## config.mk

```make
export PLATFORM = sky130hd
export DESIGN_NAME = pipeline_ctrl
export DESIGN_NICKNAME = d
export VERILOG_FILES = /design/src/rtl/pipeline_ctrl.sv
export SDC_FILE = /design/constraint.sdc
export NUM_CORES = 1
export LEC_CHECK = 0
export CAP_MARGIN = 20
export CELL_PAD_IN_SITES_DETAIL_PLACEMENT = 0
export CELL_PAD_IN_SITES_GLOBAL_PLACEMENT = 2
export CORE_AREA = 2 2 76 78
export CTS_CLUSTER_SIZE = 12
export DETAILED_ROUTE_END_ITERATION = 10
export DIE_AREA = 0 0 78 80
export MAX_ROUTING_LAYER = met4
export PLACE_DENSITY_LB_ADDON = 0.3
export SLEW_MARGIN = 20
export SYNTH_ARGS = -nofsm -noshare
export SYNTH_HDL_FRONTEND = slang
export SYNTH_SLANG_ARGS = --single-unit
```

## constraint.sdc

```tcl
create_clock -name clk -period 5.4 [get_ports clk]
set_clock_uncertainty 0.1 [all_clocks]
set_input_delay 1.08 -clock clk [delete_from_list [all_inputs] [get_ports clk]]
set_output_delay 1.08 -clock clk [all_outputs]
set_load 0.02 [all_outputs]
```

## src/rtl/pipeline_ctrl.sv

```systemverilog
// Hazard and sequencing controller for the 5-stage RV32 pipeline: stalls, flushes,
// PC source select, MDU wait, post-trap fetch drain and a saturating stall counter.
//
// state    | meaning
// ---------+--------------------------------------------------------------
// RUN      | normal issue; load-use, branch and MDU start resolved here
// MDU_WAIT | multi-cycle mul/div in EX; front of pipe held until mdu_done
// DRAIN    | after a trap redirect, IF/ID flushed for DRAIN_CYCLES cycles
module pipeline_ctrl #(
    parameter int DRAIN_CYCLES = 2,
    parameter int CNT_W        = 16
) (
    input  logic             clk,
    input  logic             reset,
    input  logic [4:0]       id_rs1,
    input  logic [4:0]       id_rs2,
    input  logic             id_uses_rs1,
    input  logic             id_uses_rs2,
    input  logic [4:0]       ex_rd,
    input  logic             ex_mem_read,
    input  logic             ex_branch_taken,
    input  logic             ex_mdu_start,
    input  logic             mdu_done,
    input  logic             mem_req,
    input  logic             mem_ready,
    input  logic             trap_req,
    output logic             stall_if,
    output logic             stall_id,
    output logic             stall_ex,
    output logic             stall_mem,
    output logic             flush_id,
    output logic             flush_ex,
    output logic             flush_mem,
    output logic             flush_wb,
    output logic [1:0]       pc_sel,
    output logic             mdu_kill,
    output logic [1:0]       busy_state,
    output logic [CNT_W-1:0] stall_cycles
);

    typedef enum logic [1:0] {
        RUN      = 2'd0,
        MDU_WAIT = 2'd1,
        DRAIN    = 2'd2
    } state_t;

    localparam logic [3:0] DRAIN_LOAD = 4'(DRAIN_CYCLES - 1);

    state_t     state, state_nxt;
    logic [3:0] drain_cnt, drain_cnt_nxt;
    logic       lu, mw;

    assign lu = ex_mem_read && (ex_rd != 5'd0) &&
                ((id_uses_rs1 && (id_rs1 == ex_rd)) || (id_uses_rs2 && (id_rs2 == ex_rd)));
    assign mw = mem_req && !mem_ready;

    assign busy_state = state;

    always_ff @(posedge clk or posedge reset) begin
        if (reset) begin
            state     <= RUN;
            drain_cnt <= 4'd0;
        end else begin
            state     <= state_nxt;
            drain_cnt <= drain_cnt_nxt;
        end
    end

    always_comb begin
        state_nxt     = state;
        drain_cnt_nxt = drain_cnt;
        if (trap_req) begin
            state_nxt     = DRAIN;
            drain_cnt_nxt = DRAIN_LOAD;
        end else begin
            case (state)
                RUN: begin
                    if (!mw && ex_mdu_start && !mdu_done)
                        state_nxt = MDU_WAIT;
                end
                // mdu_done is honoured even while a memory wait holds the pipe
                MDU_WAIT: begin
                    if (mdu_done)
                        state_nxt = RUN;
                end
                DRAIN: begin
                    if (!mw) begin
                        if (drain_cnt == 4'd0)
                            state_nxt = RUN;
                        else
                            drain_cnt_nxt = drain_cnt - 4'd1;
                    end
                end
                default: state_nxt = RUN;
            endcase
        end
    end

    always_comb begin
        stall_if  = 1'b0;
        stall_id  = 1'b0;
        stall_ex  = 1'b0;
        stall_mem = 1'b0;
        flush_id  = 1'b0;
        flush_ex  = 1'b0;
        flush_mem = 1'b0;
        flush_wb  = 1'b0;
        pc_sel    = 2'd0;
        mdu_kill  = 1'b0;
        if (reset) begin
            flush_id  = 1'b1;
            flush_ex  = 1'b1;
            flush_mem = 1'b1;
            flush_wb  = 1'b1;
        end else if (trap_req) begin
            flush_id  = 1'b1;
            flush_ex  = 1'b1;
            flush_mem = 1'b1;
            pc_sel    = 2'd2;
            mdu_kill  = (state == MDU_WAIT) || ex_mdu_start;
        end else if (mw) begin
            stall_if  = 1'b1;
            stall_id  = 1'b1;
            stall_ex  = 1'b1;
            stall_mem = 1'b1;
            flush_wb  = 1'b1;
        end else if (state == DRAIN) begin
            flush_id = 1'b1;
        end else if (state == MDU_WAIT) begin
            if (!mdu_done) begin
                stall_if  = 1'b1;
                stall_id  = 1'b1;
                stall_ex  = 1'b1;
                flush_mem = 1'b1;
            end
        end else if (ex_mdu_start && !mdu_done) begin
            stall_if  = 1'b1;
            stall_id  = 1'b1;
            stall_ex  = 1'b1;
            flush_mem = 1'b1;
        end else if (ex_branch_taken) begin
            // the ID instruction is squashed, so a pending load-use stall is moot
            flush_id = 1'b1;
            flush_ex = 1'b1;
            pc_sel   = 2'd1;
        end else if (lu) begin
            stall_if = 1'b1;
            stall_id = 1'b1;
            flush_ex = 1'b1;
        end
    end

    always_ff @(posedge clk or posedge reset) begin
        if (reset)
            stall_cycles <= '0;
        else if (stall_if && (stall_cycles != {CNT_W{1'b1}}))
            stall_cycles <= stall_cycles + 1'b1;
    end

endmodule

```

-- Word-level counts from Yosys, hierarchy flattened
Index checks and enable logic that the tools add are counted.
- bits in registers: 22
- bits of input ports: 26
- logic and storage cells: 91
- add/sub/neg operators: 2
- equal/unequal tests: 11
- mux-type cells: 55
- reduce and logical (&&, ||, !) cells: 20
- operator list (kind ; number):
    1-bit two-way mux ; 43
    16-bit by 1-bit adder with 16-bit output, second input constant ; 1
    4-bit two-way mux ; 4
    16-bit inequality test, second input constant ; 1
    2-bit two-way mux ; 7
    3-bit inequality test, second input constant ; 4
    5-bit equality test ; 2
    1-bit logical AND ; 9
    2-bit case mux with 3 select lines ; 1
    5-bit nonzero test ; 1
    4-bit zero test ; 1
    2-bit inequality test, second input constant ; 2
    4-bit AND reduction ; 1
    4-bit by 1-bit subtractor with 4-bit output, second input constant ; 1
    1-bit zero test ; 3
    3-bit AND reduction ; 1
    2-bit by 1-bit equality test with 1-bit output, second input constant ; 1
    2-bit equality test, second input constant ; 1
    2-bit zero test ; 1
    1-bit logical OR ; 2
    2-bit nonzero test ; 1

-- Depth between registers and ports, before layout
- word-level depth: 13
- mapped depth: 9

-- Worst setup path before layout
No wires, ideal clock.
- path kind: input to output
- from: in ex_rd[1]
- to: out stall_if
- arrival time: 2480 ps
- required time: 4220 ps
- path slack: 1740 ps
- stages on the path: 7
- buffers on the path: 1
- cell sequence: xnor2_1 nand4_1 o22ai_1 nor2b_1 nor2_1 o21ai_0 buf_4
- longest elaborated chain between the ends: 12
- ends and longest elaborated chain (item ; RTL line ; source):
    from (decl) ; 19 ; input logic [4:0] ex_rd,
    5-bit equality test ; 54 ; ((id_uses_rs1 && (id_rs1 == ex_rd)) || (id_uses_rs2 && (id_rs2 == ex_rd)));
    1-bit logical AND ; 54 ;
    1-bit logical OR ; 54 ;
    1-bit logical AND * ; 53 ; assign lu = ex_mem_read && (ex_rd != 5'd0) &&
    1-bit two-way mux * (8 in a row) ; - ;
    to (decl) ; 27 ; output logic stall_if,
Every way passes the cells marked *; elsewhere a longest branch is shown, timed or not.

-- Worst setup path after layout
- from: in ex_rd[1]
- to: out flush_ex
- longest elaborated chain between the ends: 12
- ends and longest elaborated chain (item ; RTL line ; source):
    5-bit equality test ; 54 ;
    1-bit logical AND ; 54 ;
    1-bit logical OR ; 54 ;
    1-bit logical AND * ; 53 ;
    1-bit two-way mux * ; 146 ; end else if (lu) begin
    1-bit two-way mux * ; 141 ; end else if (ex_branch_taken) begin
    1-bit two-way mux * ; 136 ; end else if (ex_mdu_start && !mdu_done) begin
    1-bit two-way mux * ; 129 ; end else if (state == MDU_WAIT) begin
    1-bit two-way mux * ; 127 ; end else if (state == DRAIN) begin
    1-bit two-way mux * ; 121 ; end else if (mw) begin
    1-bit two-way mux * ; 115 ; end else if (trap_req) begin
    1-bit two-way mux * ; 110 ; if (reset) begin
    to (decl) ; 32 ; output logic flush_ex,
Marks and branches as above.

==> results.txt <==
----------------------------------------------------
[Synth]
  Cells after synthesis ... ~150
  #FFs+latches synth ... 22
  Synth cell types ... 39
  Post-synthesis cell area ... approximately 1400 um^2
  Synthesized netlist net count ... approximately 180
  Share of synthesized area occupied by flip-flops and latches ... 39.2%
  Yosys warnings ... 0
  Mean cell area of the mapped netlist ... ~9.5 um^2

[STA]
  Final worst-path cycle share ... just over 80%
  Setup Total Neg Slack ... 0 ns
  Final max-slew violation count ... 0
  Final hold vios ... 0
  Slew at the pin with the worst max-slew slack ... 0.810 ns
  Final Critical Period ... approximately 4.4 ns
  Setup-violating endpoint count in the final report ... 0
  Fmax achieved ... between 200 and 250 MHz
  RSZ-0062 raised after global routing ... no
  Slew Limit Headroom ... between 40% and 50%

[Global routing]
  Largest net degree at the start of global routing ... 24
  First-pass GRT wire length ... around 6000 um
  Global-route usage over all layers ... around 12%
  Number of antenna violations at the first check in global routing ... 0
  Final global-route overflow total ... 0
  Number of global-route vias before repair ... roughly 1300

[Floorplan]
  Num rows ... 27
  Horizontal extent of the die ... between 70 and 80 um
  Height of the die ... around 80 um
  Die Footprint ... ~6200 um^2
  Core area ... 5410 um^2
  I/O pin total ... 55
  Initial cell density of the core ... 26.0%

[Clocking]
  Clock tree from TritonCTS ... done
  Max H-tree Level ... 1
  Clock transition at the registers of the reported paths ... about 0.08 ns
  PostCTS Resize Cnt ... 0
  Clock root buffer master ... sky130_fd_sc_hd__clkbuf_8
  Post-CTS setup-driven buffer insertion count ... 0
  Clock Latency Late Sink ... between 0.2 and 0.3 ns
  Hold buffer count at cts ... 0
  Number of clock sinks seen by CTS ... 22
  Maximum root-to-sink buffer count ... 2
  Cts bufs inserted ... 3

[Final layout]
  Layout net count ... 234
  Diodes inserted ... 0
  Most frequent cells in the layout ... 54 x sky130_fd_sc_hd__clkdlybuf4s50_1, 23 x sky130_fd_sc_hd__xnor2_1, 22 x sky130_fd_sc_hd__dfrtp_1
  Leading cell type in the layout, fill and taps excluded ... sky130_fd_sc_hd__clkdlybuf4s50_1
  Layout-stage area growth over the synthesis result ... 47.5%
  Fraction of final layout cells sized beyond drive strength 1 ... a little under 7%
  Non-filler instance count after layout ... 276
  Filler cell count in the final layout ... around 570

[Place]
  Gpl congestion ... between 0.8 and 0.9
  Number of instances in the placed design ... 272
  HPWL Detailed ... between 2000 and 3000 um
  Port Buffers ... 54

[Power and ir drop]
  Cell leakage power ... 0.828 nW
  VDD IR max ... around 170 uV
  Power density cells ... 263 nW/um^2
  Total power of the final layout ... around 0.00055 W

[Route]
  Overall routed net length ... 3500 um
  First-iteration detailed-routing DRC count ... 27
  Average routed wire per standard cell ... approximately 13 um
  Vias per cell ... approximately 4.5
  # DRC ... 0
  Remaining antenna violation count ... 0
  Detailed Routing Iterations Pass 1 ... 4
  Overall via count from detail_route ... 1255

[Job]
  Max capacitance violation total ... 0

[Worst setup path]
  Arrival time worst endpoint ... ~3.2 ns
  Critical Setup Path Class ... primary input to output port
  Required arrival time at the worst endpoint ... approximately 4.2 ns
  Top fanout value on the critical path ... 3
  Endpoint class of the critical path ... output port
  Sort of element at the start of the critical path ... primary input

[Status]
  Run status ... finished clean

[Hold path]
  Worst hold-check path type ... flop to flop

----------------------------------------------------
==> worst max-delay path, cell delays in order <==
cell and delay [ns]:
sky130_fd_sc_hd__clkdlybuf4s50_1 0.53, sky130_fd_sc_hd__xnor2_1 0.14, sky130_fd_sc_hd__nand4_1 0.11, sky130_fd_sc_hd__o22ai_1 0.19
sky130_fd_sc_hd__nor2b_1 0.20, sky130_fd_sc_hd__nor2_1 0.05, sky130_fd_sc_hd__o41ai_1 0.23, sky130_fd_sc_hd__clkdlybuf4s50_1 0.66
==> final timing paths <==
| check | endpoint | cells after the start | from | slack [ns] |
|---|---|---|---|---|
| min reg2reg | stall_cycles[14] | 1 | stall_cycles[14] | 0.41 |
| min in group asynchronous | busy_state[1] | 3 | reset | 1.20 |
| max | flush_ex | 8 | ex_rd[1] | 1.03 |
| max in group asynchronous | stall_cycles[2] | 3 | reset | 3.77 |
| min | stall_cycles[14] | 1 | stall_cycles[14] | 0.41 |
| max reg2reg | stall_cycles[1] | 6 | busy_state[1] | 3.13 |
==> cell usage after synthesis (all sizes together) <==
cell type  number  share of area [%]
and2            1               0.45
and3            2               0.89
or4             1               0.53
nand2b          3                1.3
or4b            1               0.98
and4            1               0.62
o2111ai         1               0.62
nor2b           4                1.8
a21o            2                1.2
nand2          13                4.0
o22a            1               0.71
and2b           1               0.71
a211oi          1               0.53
a21oi           5                1.8
nand4           9                5.1
o22ai           1               0.45
ha              3                2.7
dfrtp          22                 39
o21ai           8                2.8
a21boi          1               0.53
buf             3                1.9
xnor2          24                 15
nor3            1               0.36
nor3b           1               0.53
mux2            1               0.80
o21a            1               0.53
nor4b           1               0.62
o41ai           1               0.62
xor2            4                2.5
inv             8                2.1
nand3           8                2.8
nor4            3                1.3
nor2           11                3.5
==> cell families after synthesis <==
logic type,synth area share [%]
muxes,0.801
adders and majority gates,2.67
DFF,39.2
and+or+nand+nor,25.6
buffers and inverters,4.01
xor gates and xnor gates,18.0
AOI/OAI and AO/OA,9.80
==> stage by stage <==
step                      hold WS, ns  setup WS [ns]  area (um^2)  util [%]
after floorplan                 0.406           1.74         1410         -
after global placement          0.388           1.02         2020      37.3
after detailed placement        0.405          0.978         2020      37.3
after CTS                       0.417          0.975         2070      38.3
after global routing            0.443          0.833         2070      38.3
final                           0.412           1.03         2070      38.3
==> metal layers <==
layer	global-route usage (%)	wire, um	vias to the layer above	share of wire [%]
li1	-	-	627	-
met1	14.8	1590	601	45
met2	21.4	1770	27	50
met3	2.26	141	0	4.0
met4	1.05	0	0	0
met5	-	0	-	0
==> sequential cells by signal (all words and copies together), names as in the netlist <==
name,count
busy_state,2
drain_cnt,4
stall_cycles,16
==> power by group <==
| group | leakage (nW) | internal [W] | total, W | switching [W] |
|---|---|---|---|---|
| Combinational | 0.512 | 0.000103 | 0.000203 | 0.000100 |
| Clock | 0.0288 | 0.0000648 | 0.000115 | 0.0000498 |
| Sequential | 0.287 | 0.000194 | 0.000228 | 0.0000343 |
| Total | 0.828 | 0.000361 | 0.000545 | 0.000184 |
==> cell type report <==
class,count,area [um^2],area share (%)
Clock buffer,4,55.1,2.66
Inverter,8,30.0,1.45
Multi-Input combinational cell,115,798,38.5
Sequential cell,22,551,26.6
Tap cell,72,90.1,4.35
Timing Repair Buffer,55,548,26.4
Note: power is estimated with default switching activity, not from simulation.
